==> config.mk <==
export PLATFORM = sky130hd
export DESIGN_NAME = mem_access_stage
export DESIGN_NICKNAME = d
export VERILOG_FILES = /design/src/rtl/mem_access_stage.sv
export SDC_FILE = /design/constraint.sdc
export NUM_CORES = 1
export LEC_CHECK = 0
export CAP_MARGIN = 20
export CORE_MARGIN = 4
export CORE_UTILIZATION = 30
export CTS_BUF_LIST = sky130_fd_sc_hd__clkbuf_4
export DETAILED_ROUTE_END_ITERATION = 16
export GPL_TIMING_DRIVEN = 0
export PLACE_DENSITY_LB_ADDON = 0.12
export RECOVER_POWER = 25
export SETUP_SLACK_MARGIN = 0.2
export SYNTH_ARGS = -nofsm -noshare
export SYNTH_HDL_FRONTEND = slang
export SYNTH_SLANG_ARGS = --single-unit
export TNS_END_PERCENT = 30
==> constraint.sdc <==
create_clock -name CLOCK -period 6.9 [get_ports CLOCK]
set_input_delay 0.69 -clock CLOCK [delete_from_list [all_inputs] [get_ports CLOCK]]
set_output_delay 0.69 -clock CLOCK [all_outputs]
set_load 0.03 [all_outputs]
==> src/rtl/mem_access_stage.sv <==
// MEM pipeline stage: resolves beq/bne, runs loads/stores over a req/ack data-memory
// handshake while stalling upstream, and registers the results bound for write-back.
module mem_access_stage #(
    parameter int DATA_W     = 32,
    parameter int REG_ADDR_W = 5,
    parameter int WAIT_LIMIT = 16
) (
    input  logic                  CLOCK,
    input  logic                  RESET_N,
    input  logic                  Valid_In,
    input  logic                  RegWriteEN_In,
    input  logic                  Mem2RegSEL_In,
    input  logic                  MemWriteEN_In,
    input  logic                  Beq_In,
    input  logic                  Bne_In,
    input  logic                  ZeroFlag_In,
    input  logic [DATA_W-1:0]     ALUResult_In,
    input  logic [DATA_W-1:0]     WriteData_In,
    input  logic [REG_ADDR_W-1:0] WriteBackRegAddr_In,
    input  logic [DATA_W-1:0]     PC_In,
    output logic                  Stall_Out,
    output logic                  DMemReq,
    output logic                  DMemWE,
    output logic [DATA_W-1:0]     DMemAddr,
    output logic [DATA_W-1:0]     DMemWData,
    input  logic                  DMemAck,
    input  logic [DATA_W-1:0]     DMemRData,
    output logic                  Redirect_Out,
    output logic [DATA_W-1:0]     BranchTarget_Out,
    output logic                  Flush_Out,
    output logic                  Valid_Out,
    output logic                  RegWriteEN_Out,
    output logic                  Mem2RegSEL_Out,
    output logic [DATA_W-1:0]     ALUResult_Out,
    output logic [DATA_W-1:0]     ReadData_Out,
    output logic [REG_ADDR_W-1:0] WriteBackRegAddr_Out,
    output logic                  MemError_Out
);

    localparam int CNT_W = $clog2(WAIT_LIMIT + 1);

    typedef enum logic {
        IDLE,
        ACCESS
    } state_t;

    state_t                  state_q, state_d;
    logic [CNT_W-1:0]        waitCnt_q, waitCnt_d;

    logic                    dmemReq_q, dmemReq_d;
    logic                    dmemWe_q, dmemWe_d;
    logic [DATA_W-1:0]       dmemAddr_q, dmemAddr_d;
    logic [DATA_W-1:0]       dmemWData_q, dmemWData_d;

    logic                    pendRegWrite_q, pendRegWrite_d;
    logic                    pendMem2Reg_q, pendMem2Reg_d;
    logic [DATA_W-1:0]       pendAlu_q, pendAlu_d;
    logic [REG_ADDR_W-1:0]   pendRd_q, pendRd_d;

    logic                    valid_q, valid_d;
    logic                    regWrite_q, regWrite_d;
    logic                    mem2Reg_q, mem2Reg_d;
    logic [DATA_W-1:0]       aluResult_q, aluResult_d;
    logic [DATA_W-1:0]       readData_q, readData_d;
    logic [REG_ADDR_W-1:0]   wbAddr_q, wbAddr_d;
    logic                    redirect_q, redirect_d;
    logic [DATA_W-1:0]       target_q, target_d;
    logic                    memError_q, memError_d;

    logic                    isBranch;
    logic                    isMemOp;
    logic                    branchTaken;

    // Branches never touch memory, even if a memory bit is set alongside them.
    assign isBranch    = Beq_In | Bne_In;
    assign isMemOp     = (Mem2RegSEL_In | MemWriteEN_In) & ~isBranch;
    assign branchTaken = (Beq_In & ZeroFlag_In) | (Bne_In & ~ZeroFlag_In);

    always_ff @(posedge CLOCK or negedge RESET_N) begin
        if (!RESET_N) begin
            state_q        <= IDLE;
            waitCnt_q      <= '0;
            dmemReq_q      <= 1'b0;
            dmemWe_q       <= 1'b0;
            dmemAddr_q     <= '0;
            dmemWData_q    <= '0;
            pendRegWrite_q <= 1'b0;
            pendMem2Reg_q  <= 1'b0;
            pendAlu_q      <= '0;
            pendRd_q       <= '0;
            valid_q        <= 1'b0;
            regWrite_q     <= 1'b0;
            mem2Reg_q      <= 1'b0;
            aluResult_q    <= '0;
            readData_q     <= '0;
            wbAddr_q       <= '0;
            redirect_q     <= 1'b0;
            target_q       <= '0;
            memError_q     <= 1'b0;
        end else begin
            state_q        <= state_d;
            waitCnt_q      <= waitCnt_d;
            dmemReq_q      <= dmemReq_d;
            dmemWe_q       <= dmemWe_d;
            dmemAddr_q     <= dmemAddr_d;
            dmemWData_q    <= dmemWData_d;
            pendRegWrite_q <= pendRegWrite_d;
            pendMem2Reg_q  <= pendMem2Reg_d;
            pendAlu_q      <= pendAlu_d;
            pendRd_q       <= pendRd_d;
            valid_q        <= valid_d;
            regWrite_q     <= regWrite_d;
            mem2Reg_q      <= mem2Reg_d;
            aluResult_q    <= aluResult_d;
            readData_q     <= readData_d;
            wbAddr_q       <= wbAddr_d;
            redirect_q     <= redirect_d;
            target_q       <= target_d;
            memError_q     <= memError_d;
        end
    end

    always_comb begin
        state_d        = state_q;
        waitCnt_d      = waitCnt_q;
        dmemReq_d      = dmemReq_q;
        dmemWe_d       = dmemWe_q;
        dmemAddr_d     = dmemAddr_q;
        dmemWData_d    = dmemWData_q;
        pendRegWrite_d = pendRegWrite_q;
        pendMem2Reg_d  = pendMem2Reg_q;
        pendAlu_d      = pendAlu_q;
        pendRd_d       = pendRd_q;
        valid_d        = 1'b0;
        regWrite_d     = regWrite_q;
        mem2Reg_d      = mem2Reg_q;
        aluResult_d    = aluResult_q;
        readData_d     = readData_q;
        wbAddr_d       = wbAddr_q;
        redirect_d     = 1'b0;
        target_d       = target_q;
        memError_d     = memError_q;

        unique case (state_q)
            IDLE: begin
                if (Valid_In) begin
                    if (isMemOp) begin
                        state_d        = ACCESS;
                        waitCnt_d      = '0;
                        dmemReq_d      = 1'b1;
                        dmemWe_d       = MemWriteEN_In;
                        dmemAddr_d     = ALUResult_In;
                        dmemWData_d    = WriteData_In;
                        pendRegWrite_d = RegWriteEN_In;
                        pendMem2Reg_d  = Mem2RegSEL_In;
                        pendAlu_d      = ALUResult_In;
                        pendRd_d       = WriteBackRegAddr_In;
                    end else begin
                        valid_d     = 1'b1;
                        regWrite_d  = RegWriteEN_In;
                        mem2Reg_d   = Mem2RegSEL_In;
                        aluResult_d = ALUResult_In;
                        readData_d  = '0;
                        wbAddr_d    = WriteBackRegAddr_In;
                        if (branchTaken) begin
                            redirect_d = 1'b1;
                            target_d   = PC_In;
                        end
                    end
                end
            end

            ACCESS: begin
                if (DMemAck) begin
                    state_d     = IDLE;
                    dmemReq_d   = 1'b0;
                    dmemWe_d    = 1'b0;
                    valid_d     = 1'b1;
                    regWrite_d  = pendRegWrite_q;
                    mem2Reg_d   = pendMem2Reg_q;
                    aluResult_d = pendAlu_q;
                    wbAddr_d    = pendRd_q;
                    readData_d  = pendMem2Reg_q ? DMemRData : '0;
                end else if (waitCnt_q == CNT_W'(WAIT_LIMIT - 1)) begin
                    // The last allowed cycle went by without an ack: abandon the access.
                    state_d    = IDLE;
                    dmemReq_d  = 1'b0;
                    dmemWe_d   = 1'b0;
                    regWrite_d = 1'b0;
                    memError_d = 1'b1;
                end else begin
                    waitCnt_d = waitCnt_q + CNT_W'(1);
                end
            end

            default: state_d = IDLE;
        endcase
    end

    assign Stall_Out            = (state_q == ACCESS);
    assign DMemReq              = dmemReq_q;
    assign DMemWE               = dmemWe_q;
    assign DMemAddr             = dmemAddr_q;
    assign DMemWData            = dmemWData_q;
    assign Redirect_Out         = redirect_q;
    assign Flush_Out            = redirect_q;
    assign BranchTarget_Out     = target_q;
    assign Valid_Out            = valid_q;
    assign RegWriteEN_Out       = regWrite_q;
    assign Mem2RegSEL_Out       = mem2Reg_q;
    assign ALUResult_Out        = aluResult_q;
    assign ReadData_Out         = readData_q;
    assign WriteBackRegAddr_Out = wbAddr_q;
    assign MemError_Out         = memError_q;

endmodule

======== After elaboration in Yosys (flattened, before gate mapping) ========
Cells that the tools add are included.
cells by class
  reduce and logical (&&, ||, !) cells .... 7
  equal/unequal tests ..................... 8
  add/subtract/negate cells ............... 1
  order comparisons ....................... 0
  muxes and demuxes ....................... 47
  divide/modulo/power cells ............... 0
  shift-type cells ........................ 0
  bitwise gates (word level) .............. 11
  $mul .................................... 0
operators by type and width
  operator                                                                number
  32-bit two-way mux                                                      7
  32-bit case mux with 2 select lines                                     2
  5-bit two-way mux                                                       7
  1-bit two-way mux                                                       23
  5-bit case mux with 2 select lines                                      2
  3-bit AND reduction                                                     5
  2-bit != test (second input constant)                                   6
  1-bit case mux with 2 select lines                                      6
  4-bit AND reduction                                                     2
  5-bit by 1-bit adder with 5-bit output (second input constant)          1
  5-bit by 4-bit equality test with 1-bit output (second input constant)  1
  1-bit inverter                                                          5
  1-bit AND                                                               3
  3-bit by 2-bit != test with 1-bit output (second input constant)        1
  1-bit bitwise OR                                                        3
storage, ports and cells
  input bits .............................. 143
  logic and storage cells ................. 92
  output and inout bits ................... 174
  latch bits .............................. 0
  memories kept ........................... 0
  bits in registers ....................... 185
  memory bits (writable) .................. 0
  memory bits (read-only) ................. 0

======== Longest topological paths before layout ========
Gate-level depths: netlist (run 1).
  depth in word-level cells ............... 7
  gate-level depth with buffers ........... 8
  mapped depth without buffers ............ 7

======== Least setup slack after synthesis (run 1) ========
OpenSTA, ideal clock, no wires.
  path type ............................... reg-to-reg
  from .................................... reg waitCnt_q[0]
  to ...................................... reg waitCnt_q[3]
  slack ................................... 4.732 ns
  library setup time ...................... 0.124 ns
  arrival ................................. 2.044 ns
  cell stages (with the launch flop) ...... 8
  period minus slack after synthesis ...... 2.168 ns
  cells stage by stage .................... dfrtp_1 ha_1 and3_1 ha_1 nor3b_1 nand4_1 and3_1 a211o_1
on the way
  longest elaborated chain between the ends .. 4
  elaborated cells between the ends (all ways) .. 7
  those cells by class .................... add/sub: 1; eq/ne: 2; mux: 3; reduce/logical: 1
RTL lines
  item                                    RTL line  source
  from (decl)                             48        logic [CNT_W-1:0] waitCnt_q, waitCnt_d;
  from (signal assigned)                  102       waitCnt_q <= waitCnt_d;
  5-bit by 1-bit adder with 5-bit output  192       waitCnt_d = waitCnt_q + CNT_W'(1);
  5-bit two-way mux                       184       end else if (waitCnt_q == CNT_W'(WAIT_LIMIT - 1)) begin
  5-bit two-way mux                       174       if (DMemAck) begin
  5-bit case mux with 2 select lines      144       unique case (state_q)
Parallel ways exist; a longest one is shown, timed or not. The select of a mux whose other input is x is not followed.
A chain may end at the register's enable or synchronous reset.

======== Final worst setup path (run 1) ========
Same ends and word-level chain as after synthesis.

==> results.cfg, run 1 <==
[status]
outcome = finished clean

[global_route]
grt_pass1_wl_um = 34090
antenna_found_initial = 2
use_met1_pct = 20.31
use_met2_pct = 23.44
grt.busiest_layer = met2
grt_max_degree = 95
grt_pass1_vias = 5929
overflow = 0
grt_util_all_layers_pct = 15.15
use_met3_pct = 4.694

[power_and_ir_drop]
ir_drop_v = 0.0001220
p_per_area_nw_per_um2 = 297.6
finalPower_w = 0.003486
p_leak_nw = 5.100

[floorplanning]
ios = 317
start_util_pct = 30.61
core.rowCount = 58
die_y_um = 168.8
dieArea_um2 = 28480
die_x_um = 168.8
coreArea_um2 = 25330

[timing]
slew_headroom_pct = 46.39
fin_crit_sh_pct = 35.81
hold_viol_final = 0
drv_slew = 0
finalSetupViolCount = 0
max_freq_mhz = 404.7
final.setup.tns_ns = 0
hold_ws_ns = 0.1305
period_minus_slack_ns = 2.471
tightestPinTransition_ns = 0.8024
rsz0062_at_grt = false
fin_worst_skew_ns = 0.03862

[synth]
synth_area_um2 = 7752
synth_fp_nets = 691
ys_types = 32
syn_avg_cell_area_um2 = 14.22
yosys_warnings = 0
synth_edf_count = 0
ys_seq_area_share_pct = 59.72
syn_inst = 545
synthFlopType = dfrtp_1
synth-seq-cells = 185
async_reset_ff_share_pct = 100.0

[placement]
gp_congestion = 0.7824
place_hpwl_um = 16030
io_buffers = 316

[job]
drv_cap = 0

[setup_path]
reg2reg_depth = 7
crit_arrival_ns = 2.89
critPathKind = reg2reg
cp-end-kind = flip-flop
cpPeakStageDelay_ns = 0.66
r2r_slack_ns = 4.43
timing.rr.start = waitCnt_q[0]
critPathMaxFanout = 7
cp_slowest_cell = nor3b_1
worstPathCellList = ha_1 > and3_1 > ha_1 > nor3b_1 > nand4_1 > and3_1 > a211o_1
required_ns = 7.32
reg2reg_to = waitCnt_q[3]
worstSetupStartpointType = flip-flop

[finish]
area_growth_pct = 51.10
final_nets = 1027
fill_cells = 2377
layout-drive-gt1-share_pct = 25.56

[clock_tree]
ctsRootBufferMaster = clkbuf_4
cts_setup_buffers = 0
clock_latency_ns = 0.55
cts_max_level = 4
clock_path_buffers = 2
cts.repair.resized = 0
clk_pin_slew_ns = 0.16
cts_buffers = 17
tritoncts = done
clock-sinks = 185
cts_hold_buf = 0

[route]
first_pass_iters = 4
post_drt_wl_per_cell_um = 17.81
num_vias = 5577
viasPerCell = 4.556
routed_wirelength_um = 21800
drtIter0Drc = 234
drc = 0
final_antenna_net_count = 0

[hold_path]
hp-class = in2async
## power by group
group          switching [W]  internal [W]  leakage, nW
registers           0.000120       0.00130         2.27
logic               0.000701      0.000642         2.65
clock network       0.000392      0.000332        0.175
## metrics by stage
| step | area (um2) | cells | util, % | setup WS (ns) |
|---|---|---|---|---|
| finish | 11710 | 1224 | 46.25 | 4.429 |
| floorplan | 7752 | 545 | - | 4.732 |
| global route | 11710 | 1224 | 46.25 | 4.198 |
| global placement | 11330 | 1191 | 44.73 | -3.266 |
| detailed placement | 11360 | 1192 | 44.86 | 3.888 |
| CTS | 11710 | 1222 | 46.23 | 4.395 |
## flip-flops by register name, summed over array words and instances, names as in the netlist, 5 cells and up
name	count
pendRd_q	5
ReadData_Out	32
ALUResult_Out	32
waitCnt_q	5
WriteBackRegAddr_Out	5
pendAlu_q	32
DMemWData	32
BranchTarget_Out	32
## kinds of logic after synthesis
kind of cell	after synthesis	share of synthesized area, %
adder cells (fa/ha/maj)	3	0.4842
flip-flops	185	59.72
XOR/XNOR	1	0.1130
multiplexers	178	27.49
AO/OA/AOI/OAI	17	1.727
AND/OR/NAND/NOR	115	7.456
buffers and inverters	46	3.018
## worst max-delay path by stage
| stage | from | endpoint | slack (ns) |
|---|---|---|---|
| 6_report | waitCnt_q[0] | waitCnt_q[3] | 4.43 |
| 5_1_grt | waitCnt_q[0] | waitCnt_q[3] | 4.20 |
| 4_1_cts | waitCnt_q[0] | waitCnt_q[3] | 4.39 |
| 3_5_place_dp | Valid_In | ALUResult_Out[12] | 3.89 |
| 3_3_place_gp | RESET_N | BranchTarget_Out[2] | -3.27 |
| 2_1_floorplan | waitCnt_q[0] | waitCnt_q[3] | 4.73 |
## final cells by class
cell class                      instances  area [um2]  share of cell area [%]
Inverter                                6       22.52                  0.1923
Sequential cell                       185        4629                   39.52
Clock buffer                           18       135.1                   1.154
Buffer                                 40       211.5                   1.805
Multi-Input combinational cell        314        2889                   24.66
Tap cell                              330       412.9                   3.525
Clock inverter                         12       212.7                   1.816
Timing Repair Buffer                  317        3196                   27.28
Antenna cell                            2       5.005                 0.04273
## cell usage in the layout (no fill, tap or decap), types with 2 or more instances in the layout
cell type and count:
and3_1 3, diode_2 2, clkinvlp_4 3, nand4_1 33, o211ai_1 2, buf_6 6, ha_1 3, bufinv_16 5
clkdlybuf4s50_1 315, inv_1 6, inv_6 2, mux2_4 34, nand2_1 37, clkbuf_1 20, nor2_1 3, buf_2 10
o21ai_0 3, buf_1 3, dfrtp_1 185, inv_8 2, o22ai_1 2, a22o_1 3, mux2_2 142, a31o_2 2
clkbuf_4 18, a21oi_1 2, nand3_1 34
## critical path: cells and delay by family, from the launching register on
family | cells | cell delay [ns]
AND/OR/NAND/NOR | 4 | 1.28
flip-flops | 1 | 0.42
AO/OA/AOI/OAI | 1 | 0.26
adder cells (fa/ha/maj) | 2 | 0.41
## per-layer routing
| layer | wire length [um] | share of wire (%) |
|---|---|---|
| met5 | 0 | 0 |
| met4 | 380 | 1.7 |
| met3 | 1483 | 6.8 |
| met2 | 10150 | 47 |
| met1 | 9788 | 45 |
## cells in the mapped netlist (all sizes together), types with 2 or more instances
| cell type | n | area [um2] |
|---|---|---|
| a22o | 3 | 26.28 |
| mux2 | 177 | 2121 |
| ha | 3 | 37.54 |
| nand2 | 37 | 138.9 |
| a21oi | 2 | 10.01 |
| clkbuf | 20 | 75.07 |
| o21ai | 3 | 15.01 |
| nand4 | 33 | 206.5 |
| o211ai | 2 | 15.01 |
| dfrtp | 185 | 4629 |
| nand3 | 34 | 170.2 |
| nor2 | 3 | 11.26 |
| inv | 6 | 22.52 |
| o31ai | 2 | 28.78 |
| o22ai | 2 | 12.51 |
| and3 | 3 | 18.77 |
| buf | 20 | 136.4 |
| a31o | 2 | 17.52 |
No activity file was read; power rests on OpenSTA's default activity.
==> run 2, diff against run 1 <==
==> constraint.sdc (replaced) <==
create_clock -name CLOCK -period 2.4 [get_ports CLOCK]
set_input_delay 0.24 -clock CLOCK [delete_from_list [all_inputs] [get_ports CLOCK]]
set_output_delay 0.24 -clock CLOCK [all_outputs]
set_load 0.03 [all_outputs]
==> run 2 against run 1 <==
Compared with the run above:
- register-to-register slack worse by 4.1 ns
- critical path depth stayed put
- die area stayed put
- total power grew to 2.9 times the previous value
- critical path type unchanged
- non-clock buffer count is 5 higher
==> results.cfg, run 2 (synthesis results as in run 1) <==
[timing]
final.setup.worst_slack_ns = 0.3085
fin_crit_sh_pct = 87.15
hold_viol_final = 0
drv_slew = 0
tightestPinTransition_ns = 1.355
hold_ws_ns = 0.2272
period_minus_slack_ns = 2.092
max_freq_mhz = 478.1
fin_worst_skew_ns = 0.04138
finalSetupViolCount = 0
final.setup.tns_ns = 0
rsz0062_at_grt = true
slew_headroom_pct = 9.678

[setup_path]
path_buf_inv = 0
timing.rr.start = waitCnt_q[0]
cpPeakStageDelay_ns = 0.42
cp_slowest_cell = dfrtp_1
critPathKind = reg2reg
critPathTopFamily = simple AND/OR/NAND/NOR gates
worstSetupStartpointType = flip-flop
crit_path_start = waitCnt_q[0]
cp_common_cell = and3_1
reg2reg_depth = 7
critPathMaxFanout = 7
reg2reg_to = waitCnt_q[3]
worstPathCellList = ha_1 > and3_1 > ha_2 > nor3b_4 > nand4_1 > and3_1 > a211o_1
crit_arrival_ns = 2.51
required_ns = 2.82
r2r_slack_ns = 0.31
cp-end-kind = flip-flop

[floorplanning]
die_y_um = 168.8
core.rowCount = 58
die_x_um = 168.8
coreArea_um2 = 25330
start_util_pct = 30.61
ios = 317
dieArea_um2 = 28480

[route]
drc = 0
first_pass_iters = 4
final_antenna_net_count = 0
num_vias = 5605
drtIter0Drc = 278
viasPerCell = 4.561
post_drt_wl_per_cell_um = 17.78
routed_wirelength_um = 21850

[clock_tree]
cts_max_level = 4
cts_buffers = 17
clk_pin_slew_ns = 0.18
clock_latency_ns = 0.55
clock-sinks = 185
ctsRootBufferMaster = clkbuf_4
tritoncts = done
clock_path_buffers = 2

[hold_path]
hold_path_end = ReadData_Out[7]
min_from = DMemRData[7]
hp-class = in2reg
worstHoldPathCells = 3

[finish]
finish.instance_area_um2 = 11770
layout-drive-gt1-share_pct = 26.20
finish.utilization_pct = 46.47
multi_input_area_um2 = 2905
area_growth_pct = 51.82
final_nets = 1032
mostFrequentLayoutCell = clkdlybuf4s50_1
final-seq-area_um2 = 4629
fill_cells = 2378
final_cell_mix = clkdlybuf4s50_1 (315), dfrtp_1 (185), mux2_2 (142)

[global_route]
antenna_found_initial = 2
grt_util_all_layers_pct = 15.17
grt_pass1_wl_um = 34140
overflow = 0
grt_max_degree = 95
grt_pass1_vias = 5944

[placement]
pre_cts_ws_ns = -0.1616
io_buffers = 316
post_dp_cell_area_um2 = 11360
place_hpwl_um = 16030
gp_congestion = 0.7824

[power_and_ir_drop]
ir_drop_v = 0.0003507
p_per_area_nw_per_um2 = 853.0
p_leak_nw = 5.126

[status]
outcome = finished clean

[job]
drv_cap = 0
run 2: timing repair:
item                                    in CTS  in global routing
endpoints found under the setup margin      24                  7
buffers inserted                             0                  4
hold buffers                                 1                  0
gates cloned                                 0                  0
hold endpoints to repair                    93                  0
pin swaps                                    0                  2
resized for setup                            4                  3
run 2: cell type report:
| class | count | share of cell area (%) |
|---|---|---|
| flip-flops and latches | 185 | 39.33 |
| diodes | 2 | 0.04252 |
| clock inverters | 12 | 1.807 |
| multi-input cells | 314 | 24.68 |
| well taps | 330 | 3.508 |
| inverters | 6 | 0.1913 |
| clock buffers | 18 | 1.148 |
| repair buffers | 322 | 27.43 |
| plain buffers | 40 | 1.860 |
run 2: worst max path at each step:
stage | end | slack [ns] | cells past startpoint
after floorplan | waitCnt_q[3] | 0.23 | 7
after global placement | BranchTarget_Out[2] | -7.32 | 1
after detailed placement | ALUResult_Out[12] | -0.16 | 7
after CTS | waitCnt_q[3] | 0.18 | 7
after global routing | waitCnt_q[3] | 0.17 | 7
final | waitCnt_q[3] | 0.31 | 7
run 2: stage by stage:
step / instances / power (W)
4_1_cts: 1223 / 0.01022
5_1_grt: 1229 / 0.01057
6_report: 1229 / 0.01004
3_5_place_dp: 1192 / 0.008054
2_1_floorplan: 545 / 0.006226
3_3_place_gp: 1191 / 0.008034
run 2: power by group:
| part | total, W | switching (W) | internal [W] |
|---|---|---|---|
| clock | 0.00208 | 0.00113 | 0.000953 |
| sequential | 0.00408 | 0.000344 | 0.00374 |
| combinational | 0.00388 | 0.00202 | 0.00186 |
| total | 0.0100 | 0.00349 | 0.00655 |
run 2: routing by layer:
metal,global-route usage (%),wire length (um),up-vias
met1,20.34,9789,2781
met5,0,0,-
met4,5.011,373,0
met2,23.49,10170,176
li1,-,-,2631
met3,4.694,1517,17
run 2: worst register-to-register path: cells and delay by family (launching register included):
kind	cells	cell delay [ns]
AO/OA/AOI/OAI	1	0.26
adder cells (fa/ha/maj)	2	0.42
flip-flops	1	0.42
AND/OR/NAND/NOR	4	0.91
